--- src/rtl/alu_pkg.sv ---
// Shared ALU opcodes, slice selects and sequencer state type.
// Imported by the serial sequencer and the one-bit slice.
package alu_pkg;

  localparam logic [2:0] OP_AND = 3'b000;
  localparam logic [2:0] OP_OR  = 3'b001;
  localparam logic [2:0] OP_ADD = 3'b010;
  localparam logic [2:0] OP_SUB = 3'b011;
  localparam logic [2:0] OP_SLT = 3'b100;

  localparam logic [2:0] SEL_AND  = 3'b000;
  localparam logic [2:0] SEL_OR   = 3'b001;
  localparam logic [2:0] SEL_ADD  = 3'b010;
  localparam logic [2:0] SEL_SUB  = 3'b011;
  localparam logic [2:0] SEL_NONE = 3'b111;

  typedef enum logic [1:0] {
    IDLE,
    SHIFT,
    DONE
  } state_t;

  function automatic logic [2:0] op2sel(
    input logic [2:0] op
  );
    logic [2:0] s;
    s = SEL_NONE;
    unique case (1'b1)
      op == OP_AND: s = SEL_AND;
      op == OP_OR:  s = SEL_OR;
      op == OP_ADD: s = SEL_ADD;
      op == OP_SUB: s = SEL_SUB;
      op == OP_SLT: s = SEL_SUB;
      default:      s = SEL_NONE;
    endcase
    return s;
  endfunction

  // SUB and SLT both compute a + ~b + 1
  function automatic logic op_inv(
    input logic [2:0] op
  );
    return (op == OP_SUB) || (op == OP_SLT);
  endfunction

endpackage

--- src/rtl/serial_alu_ctrl_if.sv ---
// Start/done bus of the serial ALU: request, operands, result, flags.
// master = requester (drives start/op/a/b), slave = serial_alu_ctrl.
interface serial_alu_ctrl_if #(
  parameter int WIDTH = 32
);
  logic             start;
  logic [2:0]       op;
  logic [WIDTH-1:0] a;
  logic [WIDTH-1:0] b;
  logic             busy;
  logic             done;
  logic [WIDTH-1:0] result;
  logic             carry_out;
  logic             overflow;
  logic             zero;

  modport master (
    output start, op, a, b,
    input  busy, done, result,
    input  carry_out, overflow, zero
  );

  modport slave (
    input  start, op, a, b,
    output busy, done, result,
    output carry_out, overflow, zero
  );
endinterface

--- src/rtl/ALU_bitSlice.sv ---
// One-bit ALU slice: AND / OR / full-add, zero for other selects.
// Ports: A, B, Cin, sel[2:0] in; out, Cout out.
module ALU_bitSlice
  import alu_pkg::*;
(
  input  logic       A,
  input  logic       B,
  input  logic       Cin,
  input  logic [2:0] sel,
  output logic       out,
  output logic       Cout
);

  always_comb begin
    out  = 1'b0;
    Cout = 1'b0;
    unique case (1'b1)
      sel == SEL_AND: out = A & B;
      sel == SEL_OR:  out = A | B;
      (sel == SEL_ADD) || (sel == SEL_SUB): begin
        out  = A ^ B ^ Cin;
        Cout = (A & B) | (Cin & (A ^ B));
      end
      default: ;
    endcase
  end

endmodule

--- src/rtl/serial_alu_ctrl.sv ---
// Bit-serial ALU sequencer: one slice, WIDTH cycles LSB first.
// Ports: clk, rst_n, bus (slave: start/op/a/b -> busy/done/result/flags).
module serial_alu_ctrl
  import alu_pkg::*;
#(
  parameter int WIDTH = 32
) (
  input logic              clk,
  input logic              rst_n,
  serial_alu_ctrl_if.slave bus
);

  localparam int CNT_W = $clog2(WIDTH);

  state_t             r_state;
  state_t             w_next;
  logic [CNT_W-1:0]   r_cnt;
  logic [WIDTH-1:0]   r_a;
  logic [WIDTH-1:0]   r_b;
  logic [WIDTH-1:0]   r_res;
  logic [2:0]         r_op;
  logic               r_carry;
  logic [WIDTH-1:0]   r_result;
  logic               r_cout;
  logic               r_ovf;
  logic               r_zero;

  logic               w_last;
  logic               w_inv;
  logic               w_arith;
  logic [2:0]         w_sel;
  logic               w_sb;
  logic               w_out;
  logic               w_cout;
  logic               w_ovf;
  logic [WIDTH-1:0]   w_res_nxt;
  logic [WIDTH-1:0]   w_fin_res;
  logic               w_fin_c;
  logic               w_fin_v;

  assign w_last  = r_cnt == CNT_W'(WIDTH - 1);
  assign w_inv   = op_inv(r_op);
  assign w_sel   = op2sel(r_op);
  assign w_arith = (r_op == OP_ADD) ||
                   (r_op == OP_SUB) ||
                   (r_op == OP_SLT);
  assign w_sb    = r_b[0] ^ w_inv;

  ALU_bitSlice u_slice (
    .A    (r_a[0]),
    .B    (w_sb),
    .Cin  (r_carry),
    .sel  (w_sel),
    .out  (w_out),
    .Cout (w_cout)
  );

  assign w_res_nxt = {w_out, r_res[WIDTH-1:1]};
  // carry into MSB xor carry out of MSB
  assign w_ovf     = r_carry ^ w_cout;

  always_comb begin
    w_fin_res = w_res_nxt;
    w_fin_c   = 1'b0;
    w_fin_v   = 1'b0;
    unique case (1'b1)
      (r_op == OP_ADD) || (r_op == OP_SUB): begin
        w_fin_c = w_cout;
        w_fin_v = w_ovf;
      end
      r_op == OP_SLT: begin
        // sign of true difference = sum_msb ^ overflow
        w_fin_res = {{(WIDTH-1){1'b0}}, w_out ^ w_ovf};
      end
      default: ;
    endcase
  end

  always_ff @(posedge clk or negedge rst_n) begin
    if (!rst_n) r_state <= IDLE;
    else        r_state <= w_next;
  end

  always_comb begin
    w_next = r_state;
    unique case (r_state)
      IDLE:    if (bus.start) w_next = SHIFT;
      SHIFT:   if (w_last)    w_next = DONE;
      DONE:    w_next = IDLE;
      default: w_next = IDLE;
    endcase
  end

  always_ff @(posedge clk or negedge rst_n) begin
    if (!rst_n) begin
      r_cnt    <= '0;
      r_a      <= '0;
      r_b      <= '0;
      r_res    <= '0;
      r_op     <= OP_AND;
      r_carry  <= 1'b0;
      r_result <= '0;
      r_cout   <= 1'b0;
      r_ovf    <= 1'b0;
      r_zero   <= 1'b0;
    end else begin
      unique case (r_state)
        IDLE: begin
          if (bus.start) begin
            r_a     <= bus.a;
            r_b     <= bus.b;
            r_op    <= bus.op;
            r_cnt   <= '0;
            r_res   <= '0;
            r_carry <= op_inv(bus.op);
          end
        end
        SHIFT: begin
          r_a     <= r_a >> 1;
          r_b     <= r_b >> 1;
          r_res   <= w_res_nxt;
          r_carry <= w_arith ? w_cout : 1'b0;
          r_cnt   <= r_cnt + 1'b1;
          if (w_last) begin
            r_result <= w_fin_res;
            r_cout   <= w_fin_c;
            r_ovf    <= w_fin_v;
            r_zero   <= w_fin_res == '0;
          end
        end
        default: ;
      endcase
    end
  end

  assign bus.busy      = r_state != IDLE;
  assign bus.done      = r_state == DONE;
  assign bus.result    = r_result;
  assign bus.carry_out = r_cout;
  assign bus.overflow  = r_ovf;
  assign bus.zero      = r_zero;

endmodule

--- src/flat_wrapper.sv ---
// flat-port wrapper written by rule: the top's interface ports become plain ports
module serial_alu_ctrl_flat import alu_pkg::*;
#(
  parameter int WIDTH = 32
)
  (clk, rst_n, bus_start, bus_op, bus_a, bus_b, bus_busy, bus_done, bus_result, bus_carry_out, bus_overflow, bus_zero);
  serial_alu_ctrl_if #(.WIDTH(WIDTH)) bus_i ();
  input logic clk;
  input logic rst_n;
  input wire logic [$bits(bus_i.start)-1:0] bus_start;
  input wire logic [$bits(bus_i.op)-1:0] bus_op;
  input wire logic [$bits(bus_i.a)-1:0] bus_a;
  input wire logic [$bits(bus_i.b)-1:0] bus_b;
  output wire logic [$bits(bus_i.busy)-1:0] bus_busy;
  output wire logic [$bits(bus_i.done)-1:0] bus_done;
  output wire logic [$bits(bus_i.result)-1:0] bus_result;
  output wire logic [$bits(bus_i.carry_out)-1:0] bus_carry_out;
  output wire logic [$bits(bus_i.overflow)-1:0] bus_overflow;
  output wire logic [$bits(bus_i.zero)-1:0] bus_zero;
  assign bus_i.start = bus_start;
  assign bus_i.op = bus_op;
  assign bus_i.a = bus_a;
  assign bus_i.b = bus_b;
  assign bus_busy = bus_i.busy;
  assign bus_done = bus_i.done;
  assign bus_result = bus_i.result;
  assign bus_carry_out = bus_i.carry_out;
  assign bus_overflow = bus_i.overflow;
  assign bus_zero = bus_i.zero;
  serial_alu_ctrl #(.WIDTH(WIDTH)) u_core (.clk(clk), .rst_n(rst_n), .bus(bus_i));
endmodule
--- config.mk ---
export PLATFORM = sky130hd
export DESIGN_NAME = serial_alu_ctrl_flat
export DESIGN_NICKNAME = d
export VERILOG_FILES = /design/src/rtl/alu_pkg.sv /design/src/rtl/serial_alu_ctrl_if.sv /design/src/rtl/ALU_bitSlice.sv /design/src/rtl/serial_alu_ctrl.sv /design/src/flat_wrapper.sv
export SDC_FILE = /design/constraint.sdc
export NUM_CORES = 1
export LEC_CHECK = 0
export CAP_MARGIN = 30
export CORE_MARGIN = 3
export CORE_UTILIZATION = 35
export CTS_CLUSTER_SIZE = 8
export DETAILED_ROUTE_END_ITERATION = 6
export DONT_BUFFER_PORTS = 1
export PLACE_DENSITY = 0.48
export SLEW_MARGIN = 20
export SYNTH_ARGS = -nofsm -noshare
export SYNTH_HDL_FRONTEND = slang
export SYNTH_HIERARCHICAL = 1
export SYNTH_SLANG_ARGS = --single-unit
export TNS_END_PERCENT = 5
--- constraint.sdc ---
create_clock -name clk -period 7.5 [get_ports clk]
set_input_delay 1.5 -clock clk [delete_from_list [all_inputs] [get_ports clk]]
set_output_delay 1.5 -clock clk [all_outputs]
set_load 0.005 [all_outputs]
* Yosys cells after proc, flatten, opt, wreduce, memory -nomap -nowiden
Cells that the tools add are included.
Storage, ports and cells: register bits 142, bits of input ports 70, output and inout bits 37, logic and storage cells 71
Cells by class: $add $sub $neg 1, eq/ne operators 14, mux-type cells 20, bitwise operators 9, reduce and logical (&&, ||, !) cells 16
Operators by type and width (number):
- one-hot mux 32 bit (2 select lines) | 3
- two-way mux 32 bit | 4
- logical NOT 32 bit | 1
- == test 3 x 2 -> 1 bit (second input constant) | 5
- one-hot mux 3 bit (4 select lines) | 1
- one-hot mux 5 bit (2 select lines) | 1
- AND reduction 2 bit | 4
- == test 3 x 1 -> 1 bit (second input constant) | 2
- == test 3 bit (second input constant) | 2
- logical NOT 3 bit | 2
- adder 5 x 1 -> 5 bit (second input constant) | 1
- == test 5 bit (second input constant) | 1
- logical OR 1 bit | 5
- two-way mux 1 bit | 5
- two-way mux 5 bit | 1
- bitwise XOR 1 bit | 5
- two-way mux 2 bit | 2
- one-hot mux 2 bit (2 select lines) | 1
- nonzero test 2 bit | 2
- one-hot mux 1 bit (3 select lines) | 1
- bitwise AND 1 bit | 2
- == test 2 x 1 -> 1 bit (second input constant) | 1
- == test 2 bit (second input constant) | 1
- logical NOT 2 bit | 1
- other kinds (5) | 6

* Logic depth before layout (Yosys ltp)
depth after elaboration 11, gate-level depth with buffers 10, gate-level depth less buffers 10

* Cells and area by module
Netlist, hierarchy kept.
Modules (own cells, without submodules):
- serial_alu_ctrl | instances 1, cells an instance 574, area an instance 5791.8 um^2, sequential area each 3528.4 um^2
- ALU_bitSlice | instances 1, cells an instance 11, area an instance 93.8 um^2, sequential area each 0.0 um^2

* Worst setup path after synthesis
No wires, ideal clock.
kind reg2reg, from register u_core.r_op[1], to register u_core.r_zero (netlist: u_core/bus.zero), library setup time 122 ps, arrival 2520 ps, data required time 7378 ps, setup slack 4858 ps, cell stages (with the launch flop) 11, buffers on the path 0, clock period less this slack 2642 ps, cells stage by stage dfrtp_1 > or3b_2 > o21ai_0 > xor2_1 > inv_1 > ha_1 > and2_1 > o41ai_2 > xnor2_1 > mux2i_1 > a32o_1
Between the ends: elaborated cells on any way between the ends 26, classes of those cells eq/ne (7); mux (4); bitwise (9); reduce/logical (6)
RTL lines:
- start: declaration | RTL line serial_alu_ctrl.sv:21 | logic [2:0] r_op;
- start signal: assignment | RTL line serial_alu_ctrl.sv:112 | r_op <= bus.op;
- == test 3 x 2 -> 1 bit / == test 3 bit (equally long branches) | RTL line alu_pkg.sv:43 | return (op == OP_SUB) || (op == OP_SLT);
- logical OR 1 bit (*) | RTL line alu_pkg.sv:43
- bitwise XOR 1 bit (*) | RTL line serial_alu_ctrl.sv:47 | assign w_sb = r_b[0] ^ w_inv;
- net u_core.w_sb | RTL line serial_alu_ctrl.sv:32 | logic w_sb;
- bitwise XOR 1 bit (2 in a row) | RTL line ALU_bitSlice.sv:21 | out = A ^ B ^ Cin;
- one-hot mux 1 bit (3 select lines) (*) | RTL line ALU_bitSlice.sv:17 | unique case (1'b1)
- net u_core.w_out | RTL line serial_alu_ctrl.sv:33 | logic w_out;
- bitwise XOR 1 bit | RTL line serial_alu_ctrl.sv:73 | w_fin_res = {{(WIDTH-1){1'b0}}, w_out ^ w_ovf};
- two-way mux 32 bit (*) | RTL line serial_alu_ctrl.sv:66 | unique case (1'b1)
- logical NOT 32 bit (*) | RTL line serial_alu_ctrl.sv:128 | r_zero <= w_fin_res == '0;
- end signal: assignment | RTL line serial_alu_ctrl.sv:105 | r_zero <= 1'b0;
- end signal: assignment | RTL line serial_alu_ctrl.sv:128
- end: declaration | RTL line serial_alu_ctrl.sv:26 | logic r_zero;
Mark *: on every way through the listed nets, which the timed path passes. The rest lies on a longest branch. A chain may end at the register's enable or synchronous reset.

* Worst setup path in the final report
from register u_core.r_state[0], to register u_core.r_result[5] (netlist: u_core/bus.result[5])
Between the ends: word-level cells in the longest chain between the ends 2
RTL lines:
- start: declaration | RTL line serial_alu_ctrl.sv:15 | state_t r_state;
- start signal: assignment | RTL line serial_alu_ctrl.sv:81 | else r_state <= w_next;
- == test 2 x 1 -> 1 bit | RTL line serial_alu_ctrl.sv:107 | unique case (r_state)
- AND reduction 2 bit (no line)
- end signal: assignment | RTL line serial_alu_ctrl.sv:125 | r_result <= w_fin_res;
- end: declaration | RTL line serial_alu_ctrl.sv:23 | logic [WIDTH-1:0] r_result;
Every way passes these cells.

==> results.txt <==
The final count of negative-setup-slack endpoints came out at 0. The number of H-tree branching levels came out at 4. The number of buffer and inverter stages on the critical path is 2. The fraction of final layout cells with drive strength greater than 1 is 0.0840.

Setup repair after global routing left no endpoint under its margin. The total wire length after detailed routing is 13.4 mm. In the global route stage, overall resource usage came out at 0.151. The final net count is 645. The total number of vias came out at 4167. In this run the critical register-to-register path is launched from u_core/r_state[0]. The worst setup path is captured at a flip-flop.

The number of pins exceeding their max-slew limit in the final report is 0. After technology mapping, the gate count stands at 585. The number of endpoints with negative hold slack in the final report came to 0. The worst-margin pin slew came out at 0.893 ns. The critical path start-end classification is flip-flop to flip-flop. The worst hold path begins at u_core/r_a[28].

Summed over all nets, the half-perimeter wirelength after detailed placement is between 8 and 9 mm. The synthesis-stage register bit count came out at 141. The number of flops mapped to enable cells by yosys is 0. The worst path in the final design needs a cycle of about 3.3 ns, including I/O delays and setup. The yosys synthesis warning count is 6.

The fraction of post-synthesis cell area in the top cell type by area came out at 0.599. The final sum of negative setup slack came out at 0 ns. The async set or reset register ratio after synthesis is 1.00. The final RePlAce weighted congestion is 0.751. For this run, design rule violations remaining after detail routing come to 0. By instance count, the leading cell after synthesis is sky130_fd_sc_hd__nand2_1. The minimum hold slack came out at ~0.48 ns. The min-delay analysis places its worst path in the category flip-flop to flip-flop. The routed length per instance came out at 16.8 um. The cell leakage power came out at just over 3 nW. In this run, post-CTS repair resized a total of 0 instances.

Along the worst path, the maximum fanout reaches 81. The placement row count came out at 46. For this run, the register share of the synthesized area comes to 0.599. For this design, the sink count on the clock tree is 141. The repair_antennas step left the layout with diodes totalling 0. Max-cap violations in this run came to 0.

The die is 136 um wide. After synthesis, the mean cell area works out to 10.1 sq um. The number of ports placed on the die boundary came out at 107. The number of post-CTS setup repair buffers came out at 0.

Along the worst hold path, the cell count comes to 2. The highest ir drop seen on vdd came out at around 0.16 mV. The count of TritonRoute iterations in the first routing pass is 4. The global-route congestion overflow total came out at 0. Among all flip-flop cells after synthesis, the most frequent one is sky130_fd_sc_hd__dfrtp_1. The tightest slew margin relative to the limit came out at 0.405. The setup check on the worst reg-to-reg path leaves a slack of 4.19 ns. Summed over all instances, the cell type with the most area after synthesis is sky130_fd_sc_hd__dfrtp_1. The critical path data arrival time came out at approximately 3.7 ns. Clock-pin slew was measured on the worst setup and hold paths at around 0.060 ns. The worst hold path endpoint is u_core/r_a[28].

The worst setup skew after layout is 0.00634 ns. The TritonCTS buffer count is 17. Fill cells in the final layout number 1604. In this run the critical register-to-register path is captured at u_core/bus.result[5]. The cell that appears most often on the critical path is sky130_fd_sc_hd__buf_4. The signal on the critical path passes through nor2b_4 > buf_4 > nand2_2 > nor2_2 > buf_4 > a22o_1. The later pin in the worst-skew pair is clocked with a latency of 0.41 ns. The count of input and output buffers is 0. On the critical path, the stage with the largest delay is an instance of sky130_fd_sc_hd__buf_4. The largest buffer count on any clock path is 2. In this run, distinct cell masters in the synthesized netlist total 41. The wire length of the first global-routing pass is 21.9 mm. In this run the clock root is driven by a sky130_fd_sc_hd__clkbuf_16. After synthesis the cells add up to 5890 sq um.

The count of nets left with antenna violations once routing finished came out at 0. The top achievable clock speed came out at 0.302 GHz. TritonCTS built the clock tree.

Of the available clock period, the critical path in the final layout requires 0.442. The die footprint is 18400 sq um. The initial antenna violation count came out at 0. The synthesized net count came out at 660. Power spread over the standard cell area amounts to 468 nW/um^2. The highest cell delay on the worst timing path came out at 0.69 ns. The run finished with clean final reports. The area growth from synthesis to final layout came out at 12.6%.

The hold buffer count at cts is 0. The critical path required time came out at 7.84 ns. In the post-synthesis netlist, the biggest area contributors are sky130_fd_sc_hd__dfrtp_1 60%, sky130_fd_sc_hd__nand2_1 11%, sky130_fd_sc_hd__a22oi_1 5.6%. The area of the core is 16200 sq um.

The largest net degree at the start of global routing came out at 142. The depth of the most critical reg-to-reg path came out at 6. For this configuration, the core starts out at a cell density of 0.364. Ranked by instance count, the synthesized netlist is headed by 175 x sky130_fd_sc_hd__nand2_1, 141 x sky130_fd_sc_hd__dfrtp_1, 44 x sky130_fd_sc_hd__a22oi_1.

The detailed router's first-iteration violation count came out at ~310. The overall die height came out at 136 um. The number of global-route vias before repair came to 4010. The detailed-route vias per instance came out at 5.22.

Among cell families on the critical path, the largest total delay comes from simple AND/OR/NAND/NOR gates. The startpoint type of the worst setup path is a flip-flop.
## layout by cell type, fill, tap and decap left out, types with 2 or more instances in the layout
cell,n
sky130_fd_sc_hd__a22o_1,32
sky130_fd_sc_hd__a22oi_1,44
sky130_fd_sc_hd__buf_4,5
sky130_fd_sc_hd__bufinv_16,2
sky130_fd_sc_hd__clkbuf_1,5
sky130_fd_sc_hd__clkbuf_16,17
sky130_fd_sc_hd__clkbuf_8,4
sky130_fd_sc_hd__clkinv_2,3
sky130_fd_sc_hd__dfrtp_1,141
sky130_fd_sc_hd__ha_1,4
sky130_fd_sc_hd__inv_1,3
sky130_fd_sc_hd__nand2_1,175
sky130_fd_sc_hd__nand3_1,37
sky130_fd_sc_hd__nand4_1,2
sky130_fd_sc_hd__nor2_1,41
sky130_fd_sc_hd__nor2b_1,2
sky130_fd_sc_hd__nor4_1,5
sky130_fd_sc_hd__o21ai_0,10
sky130_fd_sc_hd__o22ai_1,18
sky130_fd_sc_hd__o41ai_2,2
sky130_fd_sc_hd__or2_2,3
sky130_fd_sc_hd__or3b_2,2
sky130_fd_sc_hd__xnor2_1,2
## routing by layer
metal,global-route usage,vias up,share of wire
met5,0,-,0
met4,0.0616,0,0.019
met3,0.0553,17,0.070
met2,0.220,126,0.45
met1,0.203,2030,0.46
li1,-,1994,-
## worst max path at each step
stage,from,end,slack [ns],cells after the start
after detailed placement,u_core/r_state[0],u_core/bus.result[5],4.15,6
after global routing,u_core/r_state[0],u_core/bus.result[5],3.92,6
after CTS,u_core/r_state[0],u_core/bus.result[5],4.12,6
after global placement,u_core/r_state[0],u_core/bus.result[22],4.23,6
final,u_core/r_state[0],u_core/bus.result[5],4.19,6
after floorplan,u_core/r_op[1],u_core/bus.zero,4.86,10
## kinds of logic (layout without fill, tap and decap cells)
| family | Yosys count | count (layout) | synth area share |
|---|---|---|---|
| AO/OA/AOI/OAI | 111 | 111 | 0.143 |
| multiplexers | 1 | 1 | 0.00170 |
| buffers and inverters | 43 | 41 | 0.0344 |
| XOR/XNOR | 3 | 3 | 0.00447 |
| flip-flops | 141 | 141 | 0.599 |
| adder cells (fa/ha/maj) | 5 | 5 | 0.0119 |
| AND/OR/NAND/NOR | 281 | 281 | 0.205 |
## worst reg2reg max path: stages, from the launching register on
cell                      delay [ns]
sky130_fd_sc_hd__dfrtp_1        0.47
sky130_fd_sc_hd__nor2b_4        0.18
sky130_fd_sc_hd__buf_4          0.69
sky130_fd_sc_hd__nand2_2        0.69
sky130_fd_sc_hd__nor2_2         0.70
sky130_fd_sc_hd__buf_4          0.35
sky130_fd_sc_hd__a22o_1         0.17
## final cells by class
cell class                      instances  area, sq um  area share
Multi-Input combinational cell        401         2170       0.328
Tap cell                              216          270      0.0408
Inverter                                3         11.3     0.00170
Clock inverter                          6         82.6      0.0125
Timing Repair Buffer                    6         65.1     0.00982
Sequential cell                       141         3530       0.532
Clock buffer                           26          499      0.0753
## where the power goes
part | internal, mW | switching [mW]
registers | 1.10 | 0.261
clock network | 0.524 | 0.304
logic | 0.389 | 0.519
## sequential cells by signal (all words and copies together) (netlist names)
signal,flops
u_core/r_a,32
u_core/bus.overflow,1
u_core/bus.result,32
u_core/r_op,3
u_core/r_state,2
u_core/bus.zero,1
u_core/r_b,32
u_core/r_res,31
u_core/r_cnt,5
u_core/bus.carry_out,1
u_core/r_carry,1
## through the flow
step	instances	area, sq um	util	power (mW)	setup slack (ns)
3_5_place_dp	766	6020	0.372	2.28	4.15
4_1_cts	798	6600	0.408	3.12	4.12
6_report	799	6630	0.410	3.10	4.19
2_1_floorplan	585	5890	-	2.06	4.86
5_1_grt	799	6630	0.410	3.35	3.92
3_3_place_gp	766	6020	0.372	2.23	4.23
Note: power is estimated with default switching activity, not from simulation.
